File: src/rtl/mem_loader.sv
// Byte-stream program loader: decodes length, data words and checksum,
// writes words into RAM and holds the CPU in reset until a clean load.
module mem_loader #(
  parameter logic [15:0] ADDR_BASE = 16'h0000
) (
  input  logic        CLK,
  input  logic        RESET,
  input  logic        START,
  input  logic [7:0]  BYTE_IN,
  input  logic        BYTE_VALID,
  output logic        BYTE_READY,
  output logic [15:0] RAM_ADDR,
  output logic [31:0] RAM_DATABUS_OUT,
  output logic        RAM_RW_,
  output logic        CPU_RESET,
  output logic        DONE,
  output logic        ERROR
);

  typedef enum logic [2:0] {
    S_LEN_HI,
    S_LEN_LO,
    S_DATA,
    S_WRITE,
    S_CHECK,
    S_DONE,
    S_ERR
  } state_t;

  state_t      r_state;
  state_t      w_next;
  logic [15:0] r_len;
  logic [15:0] r_idx;
  logic [1:0]  r_cnt;
  logic [7:0]  r_csum;
  logic [31:0] r_asm;
  logic [15:0] r_addr;
  logic [31:0] r_wdata;

  logic        w_ready;
  logic        w_accept;
  logic        w_restart;
  logic [15:0] w_idx_nx;
  logic [15:0] w_len_full;
  logic [31:0] w_word;

  assign w_accept   = BYTE_VALID & w_ready;
  assign w_restart  = START &
                      ((r_state == S_DONE) |
                       (r_state == S_ERR));
  assign w_idx_nx   = r_idx + 16'd1;
  assign w_len_full = {r_len[15:8], BYTE_IN};
  assign w_word     = {r_asm[23:0], BYTE_IN};

  always_ff @(posedge CLK or negedge RESET) begin
    if (!RESET) r_state <= S_LEN_HI;
    else        r_state <= w_next;
  end

  always_comb begin
    w_next    = r_state;
    w_ready   = 1'b0;
    RAM_RW_   = 1'b1;
    CPU_RESET = 1'b0;
    DONE      = 1'b0;
    ERROR     = 1'b0;
    case (r_state)
      S_LEN_HI: begin
        w_ready = 1'b1;
        if (w_accept) w_next = S_LEN_LO;
      end
      S_LEN_LO: begin
        w_ready = 1'b1;
        if (w_accept)
          w_next = (w_len_full == 16'd0) ?
                   S_CHECK : S_DATA;
      end
      S_DATA: begin
        w_ready = 1'b1;
        if (w_accept && r_cnt == 2'd3)
          w_next = S_WRITE;
      end
      S_WRITE: begin
        RAM_RW_ = 1'b0;
        w_next  = (w_idx_nx == r_len) ?
                  S_CHECK : S_DATA;
      end
      S_CHECK: begin
        w_ready = 1'b1;
        if (w_accept)
          w_next = (BYTE_IN == r_csum) ?
                   S_DONE : S_ERR;
      end
      S_DONE: begin
        CPU_RESET = 1'b1;
        DONE      = 1'b1;
        if (w_restart) w_next = S_LEN_HI;
      end
      S_ERR: begin
        ERROR = 1'b1;
        if (w_restart) w_next = S_LEN_HI;
      end
      default: w_next = S_LEN_HI;
    endcase
  end

  // ready is forced low while reset is held, independent of state
  assign BYTE_READY = w_ready & RESET;

  always_ff @(posedge CLK or negedge RESET) begin
    if (!RESET) begin
      r_len   <= '0;
      r_idx   <= '0;
      r_cnt   <= '0;
      r_csum  <= '0;
      r_asm   <= '0;
      r_addr  <= ADDR_BASE;
      r_wdata <= '0;
    end else begin
      case (r_state)
        S_LEN_HI: begin
          if (w_accept) r_len[15:8] <= BYTE_IN;
        end
        S_LEN_LO: begin
          if (w_accept) r_len[7:0] <= BYTE_IN;
        end
        S_DATA: begin
          if (w_accept) begin
            r_asm  <= w_word;
            r_cnt  <= r_cnt + 2'd1;
            r_csum <= r_csum ^ BYTE_IN;
            // latch the write bus as the word completes
            if (r_cnt == 2'd3) begin
              r_addr  <= ADDR_BASE + r_idx;
              r_wdata <= w_word;
            end
          end
        end
        S_WRITE: begin
          r_idx <= w_idx_nx;
        end
        S_DONE, S_ERR: begin
          if (w_restart) begin
            r_idx  <= '0;
            r_cnt  <= '0;
            r_csum <= '0;
            r_asm  <= '0;
          end
        end
        default: ;
      endcase
    end
  end

  assign RAM_ADDR        = r_addr;
  assign RAM_DATABUS_OUT = r_wdata;

endmodule

File: config.mk
export PLATFORM = sky130hd
export DESIGN_NAME = mem_loader
export DESIGN_NICKNAME = d
export VERILOG_FILES = /design/src/rtl/mem_loader.sv
export SDC_FILE = /design/constraint.sdc
export NUM_CORES = 1
export LEC_CHECK = 0
export BUFFER_PORTS_ARGS = -buffer_cell sky130_fd_sc_hd__buf_2
export CORE_MARGIN = 3
export CORE_UTILIZATION = 35
export DETAILED_ROUTE_END_ITERATION = 10
export GPL_TIMING_DRIVEN = 0
export PLACE_DENSITY = 0.62
export SLEW_MARGIN = 40
export SYNTH_ARGS = -nofsm -noshare
export SYNTH_HDL_FRONTEND = slang
export SYNTH_SLANG_ARGS = --single-unit
File: constraint.sdc
create_clock -name CLK -period 3 [get_ports CLK]
set_input_delay 0.3 -clock CLK [delete_from_list [all_inputs] [get_ports CLK]]
set_output_delay 0.3 -clock CLK [all_outputs]
set_load 0.005 [all_outputs]
# [Word level (Yosys, flattened, before mapping)]
# Index checks and enable logic that the tools add are counted.
[op_classes] n_addsub=2 multipliers=0 n_div=0 order_cmp=0 n_eq_ne=15 shift=0 n_mux=24 bitwise_logic=5 reduce_logical=13
[ops] op="24-bit 2-to-1 mux" count=2
[ops] op="24-bit one-hot mux with 2 select lines" count=1
[ops] op="16-bit one-hot mux with 2 select lines" count=1
[ops] op="3-bit 2-to-1 mux" count=7
[ops] op="3-bit one-hot mux with 6 select lines" count=1
[ops] op="16-bit by 1-bit adder with 16-bit output, second input constant" count=1
[ops] op="16-bit equality test" count=1
[ops] op="16-bit zero test" count=1
[ops] op="16-bit 2-to-1 mux" count=1
[ops] op="8-bit 2-to-1 mux" count=2
[ops] op="8-bit one-hot mux with 2 select lines" count=1
[ops] op="2-bit inequality test, second input constant" count=5
[ops] op="3-bit equality test, second input constant" count=3
[ops] op="8-bit equality test" count=1
[ops] op="8-bit XOR" count=1
[ops] op="3-bit by 2-bit equality test with 1-bit output, second input constant" count=2
[ops] op="2-bit 2-to-1 mux" count=3
[ops] op="2-bit AND reduction" count=3
[ops] op="3-bit AND reduction" count=2
[ops] op="5-bit AND reduction" count=1
[ops] op="1-bit 2-to-1 mux" count=4
[ops] op="2-bit one-hot mux with 2 select lines" count=1
[ops] op="2-bit nonzero test" count=2
[ops] op="4-bit OR reduction" count=1
[ops] op="other kinds (9)" count=11
[totals] ff_bits=117 latchBits=0 ramBits=0 romBits=0 input_bits=12 output_inout_bits=53 elab_cells=68 mem_count=0

# [Longest topological paths before layout]
[depth] depth_word=7 ltp_mapped=8 mapped_depth_nobuf=7

# [Worst setup path before layout]
# OpenSTA, ideal clock, no wires.
[synth_timing] path_type="flip-flop to flip-flop" start="reg r_idx[0]" end="reg r_state[1]" arrival_time_ns=2.068 required_time_ns=2.865 path_slack_ns=0.797 stages_incl_launch_ff=8 n_path_buf=0 synth_period_minus_slack_ns=2.203 path_cell_list="dfrtp_1 -> ha_1 -> or2b_1 -> a21oi_1 -> o22ai_1 -> or4_4 -> a2111oi_4 -> a21boi_1"
[synth_via] elab_chain_len=4
[synth_rtl] item="start: declaration" line_no="33" rtl="logic [15:0] r_idx;"
[synth_rtl] item="start signal: assignment" line_no="140" rtl="r_idx <= w_idx_nx;"
[synth_rtl] item="16-bit by 1-bit adder with 16-bit output" line_no="51" rtl="assign w_idx_nx = r_idx + 16'd1;"
[synth_rtl] item="16-bit equality test" line_no="85" rtl="w_next = (w_idx_nx == r_len) ?"
[synth_rtl] item="3-bit 2-to-1 mux" line_no="85"
[synth_rtl] item="3-bit one-hot mux with 6 select lines" line_no="67" rtl="case (r_state)"
[synth_rtl] item="end signal: assignment" line_no="57" rtl="else r_state <= w_next;"
[synth_rtl] item="end: declaration" line_no="30" rtl="state_t r_state;"
# No other way between the ends.
# A chain may end at the register's enable or synchronous reset.

# [Final worst setup path]
[layout_timing] start="reg r_idx[0]" end="reg r_state[2]"
# Same word-level chain as after synthesis.

==> qor.yml <==
die:
  die_w_um: 130
  num_rows: 44
  core_area_um2: 14800
  die_area_um2: 16900
  die_h_um: 130
  io-pin-count: 65
  initial_core_util: 0.364
route:
  viasPerCell: 5.30
  drc: 0
  wire_per_inst_um: 16.9
  vias: 4014
  finalWirelength_um: 12800
  antenna_left: 0
  dr.first_iter.drc_count: 225
  drt_first_pass_iters: 5
critical_path:
  cp-end-kind: "flop"
  reg2reg_slack_ps: 480
  crit_fanout: 7
  r2r_start: "r_idx[0]"
  timing.rr.end: "r_state[2]"
  worstPathRequired_ps: 3350
  r2r_cells: 8
  cp.arrival_ps: 2870
  path_class: "reg2reg"
  start_kind: "flop"
clock_network:
  clk_pin_slew_worst_paths_ps: 60
  cts_resized: 0
  cts_tree: "yes"
  root_buffer: "clkbuf_16"
  clk_path_buf_depth: 2
  clk_latency_ps: 420
  clock_sinks: 117
  cts_max_level: 4
  cts_buffers: 17
yosys:
  synth_area_per_cell_um2: 11.3
  ys_ff_latch: 117
  synthCells: 476
  synth_nets: 490
  synth-seq-area-share: 0.545
  syn-cell-area_um2: 5380
  synth-edff-count: 0
  synthDistinctLibCells: 53
  ys_async_sr_fraction: 1.00
  synth_top_flop_cell: "dfrtp_1"
  yosysWarnings: 0
cells_and_area:
  nets: 575
  antenna_cells: 0
  fin_util: 0.443
  drive_above_1_share: 0.319
  num-fill-cells: 1399
  syn2layout_area_growth_pct: 21.5
global_routing:
  antenna_found_initial: 0
  first_global_vias: 3953
  grt.total_usage: 0.160
  grt_max_degree: 67
  overflow: 0
  grt_pass1_wl_um: 20800
min_path:
  min_from: "BYTE_IN[3]"
  hold_depth: 3
  hold_path.class: "in2reg"
  min_to: "r_asm[3]"
sta:
  fmax_mhz: 397
  relSlewSlack: 0.474
  worst_pin_slew_ps: 789
  min_period_ps: 2520
  timing.final.crit_share: 0.841
  grt_setup_unrepaired: "no"
  finalHoldViolations: 0
  fin_setup_tns_ps: 0
  finalClockSkew_ps: 10.5
  finalSetupViolCount: 0
  report.final.slew_viol_count: 0
power_and_ir_drop:
  p_leak_nw: 3.07
  peakVddDrop_uv: 507
  power.density_nw_per_um2: 977
placement:
  hpwl_um: 8810
  place.gp.congestion: 0.912
  portBuffers: 64
outcome:
  status: "completed"
flow_run:
  drv_cap: 0
## sequential cells by signal (all words and copies together), names as in the netlist
register,flops
RAM_ADDR,16
RAM_DATABUS_OUT,32
r_state,3
r_asm,24
r_idx,16
r_len,16
r_csum,8
r_cnt,2
## worst max-delay path, stage by stage, from the launching register on
cell       delay (ps)
dfrtp_1           500
ha_1              360
and3_1            180
buf_2             150
nand3_2           120
xnor2_1           150
or4_4             440
a2111oi_4         370
a21o_1            180
## report_power, final
part / internal (mW) / switching, mW / total (mW) / leakage (nW)
registers: 2.16 / 0.447 / 2.61 / 1.52
clock network: 1.09 / 0.816 / 1.91 / 0.272
logic: 0.909 / 0.958 / 1.87 / 1.29
total: 4.16 / 2.22 / 6.38 / 3.07
## what timing repair did
action                                 CTS  global route
endpoints found under the hold margin   65             0
hold buffers                             1             0
buffers inserted                         0             0
## cells in the final DEF, fill, tap and decap left out, types with 4 or more instances in the layout
master     count
buf_2         73
nor4_1         8
nand4_1        4
nand2_1       52
clkbuf_1      15
nand3_1        5
xor2_1        17
mux2_2        60
clkbuf_16     17
inv_6          8
o31ai_1        4
a21oi_1       15
a22o_1        18
xnor2_1       10
dfrtp_1      117
o21ai_0       49
nor2_1        29
inv_1          5
nor3_1         5
## cell usage after synthesis (2+ instances only)
master / instances / area (um^2)
a22o_1: 18 / 158
mux2_1: 2 / 22.5
o31ai_1: 4 / 30.0
nand2b_1: 3 / 18.8
a31oi_1: 3 / 18.8
a21oi_1: 15 / 75.1
xor2_1: 17 / 149
a21o_1: 2 / 15.0
and2_1: 3 / 18.8
o21ai_0: 49 / 245
o41ai_1: 3 / 26.3
o22ai_1: 2 / 12.5
nor3_1: 5 / 25.0
clkbuf_1: 15 / 56.3
nor3_2: 2 / 20.0
ha_1: 2 / 25.0
nand4_1: 4 / 25.0
nor4_1: 8 / 50.1
inv_1: 5 / 18.8
nand3_1: 5 / 25.0
nand3_2: 2 / 20.0
mux2_2: 60 / 676
and3_4: 2 / 22.5
and3_1: 3 / 18.8
nand2_1: 52 / 195
xnor2_1: 10 / 87.6
dfrtp_1: 117 / 2930
nor2_1: 29 / 109
buf_2: 10 / 50.1
## how the worst max path moves through the flow
stage | from | end | slack (ps) | cells after the start
6_report | r_idx[0] | r_state[2] | 480 | 8
5_1_grt | r_idx[0] | r_state[1] | 320 | 8
4_1_cts | r_idx[0] | r_state[1] | 480 | 7
3_5_place_dp | r_idx[0] | r_state[1] | 480 | 8
3_3_place_gp | RESET | BYTE_READY | 10 | 3
2_1_floorplan | r_idx[0] | r_state[1] | 800 | 7
## through the flow
| step | hold slack, ps | instance area [um^2] | setup WS [ps] | instances | total power [mW] |
|---|---|---|---|---|---|
| final | 220 | 6530 | 478 | 758 | 6.38 |
| after global routing | 220 | 6530 | 325 | 758 | 6.80 |
| after CTS | 208 | 6530 | 480 | 758 | 6.45 |
| after detailed placement | 291 | 5960 | 483 | 725 | 4.50 |
| after global placement | 461 | 5930 | 10.7 | 724 | 4.41 |
| after floorplan | 4.41 | 5380 | 797 | 476 | 3.77 |
## layout make-up
cell class,instances,area (um^2),share of cell area
clock inverter,15,133,0.0203
multi-input combinational,327,2300,0.353
sequential,117,2930,0.448
timing repair buffer,66,368,0.0563
inverter,5,18.8,0.00287
tap,184,230,0.0352
clock buffer,17,425,0.0651
buffer,27,125,0.0192
## cell families after synthesis
logic type | share of synthesized area
flip-flops | 0.545
adder cells (fa/ha/maj) | 0.00652
multiplexers | 0.130
AO/OA/AOI/OAI | 0.129
XOR/XNOR | 0.0440
buffers and inverters | 0.0268
AND/OR/NAND/NOR | 0.119
## layer usage
metal,wire [um],global-route usage,vias to the layer above,part of all wire
li1,-,-,1893,-
met1,5890,0.210,1998,0.46
met2,6180,0.255,106,0.48
met3,652,0.0483,17,0.051
met4,116,0.0544,0,0.0090
met5,0,0,-,0
(Power assumes the default switching activity.)
